===== src/rtl/game_ctrl_fsm.sv =====
// Game sequencer: INIT/LOOP/UPDATE/OVER with cmd_done watchdog, game-over hold and mode cycling.
// Optional PAUSE state enabled by defining GAME_CTRL_PAUSE_EN.
module game_ctrl_fsm #(
  parameter int NUM_MODES   = 3,
  parameter int MODE_W      = $clog2(NUM_MODES),
  parameter int CMD_TIMEOUT = 1000,
  parameter int OVER_HOLD   = 4
) (
  input  logic              clk,
  input  logic              rst,
  input  logic              game_over,
  input  logic              cmd_done,
  input  logic              diff,
  input  logic              mode_pb,
  output logic              init_cycle,
  output logic              enable_loop,
  output logic              en_update,
  output logic              sync_reset,
  output logic              paused,
  output logic [MODE_W-1:0] mode,
  output logic              cmd_timeout
);

  localparam int WD_W   = (CMD_TIMEOUT > 0) ? $clog2(CMD_TIMEOUT + 1) : 1;
  localparam int HOLD_W = (OVER_HOLD > 0) ? $clog2(OVER_HOLD + 1) : 1;
  localparam logic [WD_W-1:0]   WD_LAST   = (CMD_TIMEOUT > 0) ? WD_W'(CMD_TIMEOUT - 1) : '0;
  localparam logic [HOLD_W-1:0] HOLD_MAX  = HOLD_W'(OVER_HOLD);
  localparam logic [MODE_W-1:0] MODE_LAST = MODE_W'(NUM_MODES - 1);
  localparam bit                WD_EN     = (CMD_TIMEOUT > 0);

  typedef enum logic [2:0] {
    S_INIT   = 3'd0,
    S_LOOP   = 3'd1,
    S_UPDATE = 3'd2,
    S_OVER   = 3'd3,
    S_PAUSE  = 3'd4
  } state_t;

  state_t            state, state_nxt;
  logic              pb_q;
  logic              press;
  logic              wd_expire;
  logic              over_accept;
  logic [WD_W-1:0]   wd_cnt;
  logic [HOLD_W-1:0] hold_cnt;

  // pb_q resets high so a button held through reset release is not a press
  assign press = mode_pb & ~pb_q;

  always_ff @(posedge clk or posedge rst) begin
    if (rst) state <= S_INIT;
    else     state <= state_nxt;
  end

  always_comb begin
    state_nxt   = state;
    wd_expire   = 1'b0;
    over_accept = 1'b0;
    case (state)
      S_INIT, S_UPDATE: begin
        if (cmd_done) begin
          state_nxt = S_LOOP;
        end else if (WD_EN && wd_cnt == WD_LAST) begin
          state_nxt = S_LOOP;
          wd_expire = 1'b1;
        end
      end
      S_LOOP: begin
        if (game_over)
          state_nxt = S_OVER;
`ifdef GAME_CTRL_PAUSE_EN
        else if (press)
          state_nxt = S_PAUSE;
`endif
        else if (diff)
          state_nxt = S_UPDATE;
      end
      S_OVER: begin
        if (press && hold_cnt == HOLD_MAX) begin
          state_nxt   = S_INIT;
          over_accept = 1'b1;
        end
      end
`ifdef GAME_CTRL_PAUSE_EN
      S_PAUSE: begin
        if (press) state_nxt = S_LOOP;
      end
`endif
      default: state_nxt = S_INIT;
    endcase
  end

  // both counters restart on any state change so each visit begins at zero
  always_ff @(posedge clk or posedge rst) begin
    if (rst) begin
      pb_q        <= 1'b1;
      wd_cnt      <= '0;
      hold_cnt    <= '0;
      mode        <= '0;
      cmd_timeout <= 1'b0;
    end else begin
      pb_q        <= mode_pb;
      cmd_timeout <= wd_expire;
      if (state_nxt != state) begin
        wd_cnt   <= '0;
        hold_cnt <= '0;
      end else begin
        if ((state == S_INIT || state == S_UPDATE) && !cmd_done)
          wd_cnt <= wd_cnt + WD_W'(1);
        if (state == S_OVER && hold_cnt != HOLD_MAX)
          hold_cnt <= hold_cnt + HOLD_W'(1);
      end
      if (over_accept)
        mode <= (mode == MODE_LAST) ? '0 : mode + MODE_W'(1);
    end
  end

  assign init_cycle  = (state == S_INIT);
  assign enable_loop = (state == S_LOOP);
  assign en_update   = (state == S_UPDATE);
  assign sync_reset  = (state == S_OVER);
`ifdef GAME_CTRL_PAUSE_EN
  assign paused      = (state == S_PAUSE);
`else
  assign paused      = 1'b0;
`endif

endmodule


===== config.mk =====
export PLATFORM = sky130hd
export DESIGN_NAME = game_ctrl_fsm
export DESIGN_NICKNAME = d
export VERILOG_FILES = /design/src/rtl/game_ctrl_fsm.sv
export SDC_FILE = /design/constraint.sdc
export NUM_CORES = 1
export LEC_CHECK = 0
export CAP_MARGIN = 20
export CORE_MARGIN = 3
export CORE_UTILIZATION = 50
export CTS_CLUSTER_SIZE = 12
export DETAILED_ROUTE_END_ITERATION = 6
export PLACE_DENSITY = 0.78
export SLEW_MARGIN = 20
export SYNTH_ARGS = -nofsm -noshare
export SYNTH_HDL_FRONTEND = slang
export SYNTH_SLANG_ARGS = --single-unit

===== constraint.sdc =====
create_clock -name clk -period 2.5 [get_ports clk]
set_clock_uncertainty 0.2 [all_clocks]
set_input_delay 0.5 -clock clk [delete_from_list [all_inputs] [get_ports clk]]
set_output_delay 0.5 -clock clk [all_outputs]
set_load 0.05 [all_outputs]

==> out/qor.csv, run 1 <==
metric;value;unit
Worst EP arrival;1.50;ns
Final Instance Count excl. Fillers;151;
largest net degree at the start of global routing;21;
# port buffers;12;
DRT iter0 DRCs;12;
post-CTS setup buffer count;0;
post-CTS resize count;0;
Area Growth Syn to Fin;14.9;%
Congestion Overflow GR;0;
Post-synth EDFFs;0;
Antenna diodes;0;
post-DP HPWL;1500;um
worst hold path type;in2async;
clock sink count;20;
Pwr per Cell Area;486;nW/um^2
Max Cap Viol;0;
Worst Reg-to-Reg Cells;6;
Post-Synth XOR/XNOR Area;0.0909;
post-layout total power;592;uW
vias in the first global route;781;
DRC viols;0;
peak supply drop;0.286;mV
Post-Synthesis Cells;109;
FF-to-FF End;wd_cnt[6];
WL final;2030;um
clk_lat worst skew;0.31;ns
ranking of synthesized cells by area;dfrtp_1 45%, xnor2_1 6.6%, nor2_1 4.6%;
asr flop ratio synth;1.00;
WL/cell;13.4;um
minimum clock period;2.20;ns
Synth Area in Adders;0.0354;
syn avg cell area;9.72;um^2
first-pass GRT wire length;3370;um
Crit. End Element;primary output;
CP Cell Sequence;clkdlybuf4s50_1;
GPL Wtd Cong;0.892;
WP data required;1.80;ns
flops & latches, synth;20;
Netlist cell types;36;
setup TNS;0;ns
die height;52.0;um
Worst R2R Setup Slack;0.49;ns
Critical Path Source Type;register;
Clock Tree Buf Depth;2;
Mapped Area;1060;um^2
initial antenna violation count;0;
Max Fanout on Critical Path;4;
maximum cell stage delay along the critical path;0.81;ns
Starting Density;0.535;
YS warnings;0;
Reg2Reg Launch Point;wd_cnt[0];
first drt pass iteration count;4;
WS Path Type;reg2out;
Fillers;160;
io pins;14;
CTS tree;built;
largest family of logic cells by synthesized area;simple AND/OR/NAND/NOR gates;
Leak;0.000497;uW
Final Setup Violations;0;
Routed Antenna Nets;0;
period utilization;0.879;
core area;1980;um^2
Root Driver;clkbuf_4;
nets;134;
mux share of post-synthesis cell area;0.0201;
final hold violation count;0;
post-synthesis sequential area ratio;0.473;
status;complete, no violations;
f_max;0.455;GHz
Synth Area in Simple Gates;0.251;
row cnt;16;
layout cells sized above 1;0.145;
Compound-Gate Fraction of Synth Area;0.0673;
top_reg_cell synth;dfrtp_1;
RSZ-0062 raised after global routing;no;
post-DR vias/cell;5.50;
clk slew on worst S/H paths;0.11;ns
H-tree depth;1;
die width;52.0;um
Final Max Slew Viols;0;
detailed-route via count;831;
post-synth top area share;0.449;
Top delay family on crit path;buffers and inverters;
Total GRT Usage;0.173;
Worst path slowest cell;clkdlybuf4s50_1;
placed cell count;147;
Die Area;2710;um^2
cts bufs inserted;3;
# hold bufs at CTS;0;
Yosys top cell by area;dfrtp_1;
Worst Path Buf+Inv;1;
[registers in the layout, summed over array words and instances (netlist names)]
name	cells
cmd_timeout	1
pb_q	1
mode	2
wd_cnt	10
state	3
hold_cnt	3
[layout by cell type, fill, tap and decap left out, types with 2 or more instances in the layout]
| cell | n |
|---|---|
| nand4_1 | 2 |
| o31ai_1 | 2 |
| a31oi_1 | 2 |
| a21oi_1 | 2 |
| clkbuf_4 | 3 |
| nor2_2 | 3 |
| nor4_1 | 3 |
| nor2_1 | 13 |
| ha_1 | 3 |
| o21ai_0 | 2 |
| buf_4 | 7 |
| xor2_1 | 3 |
| nand2_1 | 11 |
| dfrtp_1 | 19 |
| xnor2_1 | 8 |
| inv_1 | 6 |
| nor2b_1 | 2 |
| nand3_1 | 5 |
| nor3_1 | 3 |
| conb_1 | 2 |
| clkdlybuf4s50_1 | 8 |
[worst max-delay path by stage]
stage,end,start,depth (start not counted),slack (ns)
detailed placement,wd_cnt[7],cmd_done,5,0.14
CTS,mode[0],mode[0],1,0.28
finish,mode[0],mode[0],1,0.30
floorplan,en_update,state[0],2,0.17
global route,mode[0],mode[0],1,0.23
global placement,wd_cnt[7],cmd_done,5,0.21
[report_power, final]
| group | leakage [uW] | total (uW) | internal [uW] | switching [uW] |
|---|---|---|---|---|
| sequential | 0.000272 | 343 | 331 | 12.5 |
| clock | 0.0000150 | 161 | 62.3 | 98.3 |
| combinational | 0.000210 | 87.6 | 32.2 | 55.5 |
[cell usage after synthesis (all sizes together), types with 3 or more instances]
cell type	number
nand2	11
ha	3
inv	6
nor3	3
xor2	3
nor2	16
buf	4
nand3	5
dfrtp	19
nor4	4
xnor2	8
[cell type report]
class	count	area, um^2	area share
inverter	6	22.5	0.0185
multi-input combinational	79	500	0.411
tap	27	33.8	0.0277
timing repair buffer	15	133	0.109
clock buffer	4	26.3	0.0216
sequential	20	502	0.412
[metrics by stage]
stage                     setup slack (ns)  area (um^2)  hold WS (ns)  utilization
after detailed placement             0.143         1190         0.297        0.601
after global placement               0.213         1190         0.282        0.601
after CTS                            0.283         1220         0.298        0.614
final                                0.302         1220         0.294        0.614
after floorplan                      0.170         1060         0.263            -
after global routing                 0.232         1220         0.315        0.614
[logic make-up (layout without fill, tap and decap cells)]
family                   count (synthesis)  in the layout
flip-flops                              20             20
AND/OR/NAND/NOR                         50             50
AO/OA/AOI/OAI                           11             11
adder cells (fa/ha/maj)                  3              3
XOR/XNOR                                11             11
buffers and inverters                   11             25
other                                    1              2
multiplexers                             2              2
[metal layers]
metal | share of wire | track usage | wire length, um | vias up
met2 | 0.51 | 0.291 | 1030 | 33
met4 | 0.013 | 0.0699 | 26 | 0
met5 | 0 | 0 | 0 | -
met1 | 0.42 | 0.201 | 853 | 399
met3 | 0.058 | 0.0573 | 117 | 4
li1 | - | - | - | 395
Power figures use the tool's default switching activity.
==> inputs of run 2 (changes only) <==
CAP_MARGIN = 5   (was 20)
==> results of run 2 <==
Final layout, timing and power as in run 1 (identical DEF).
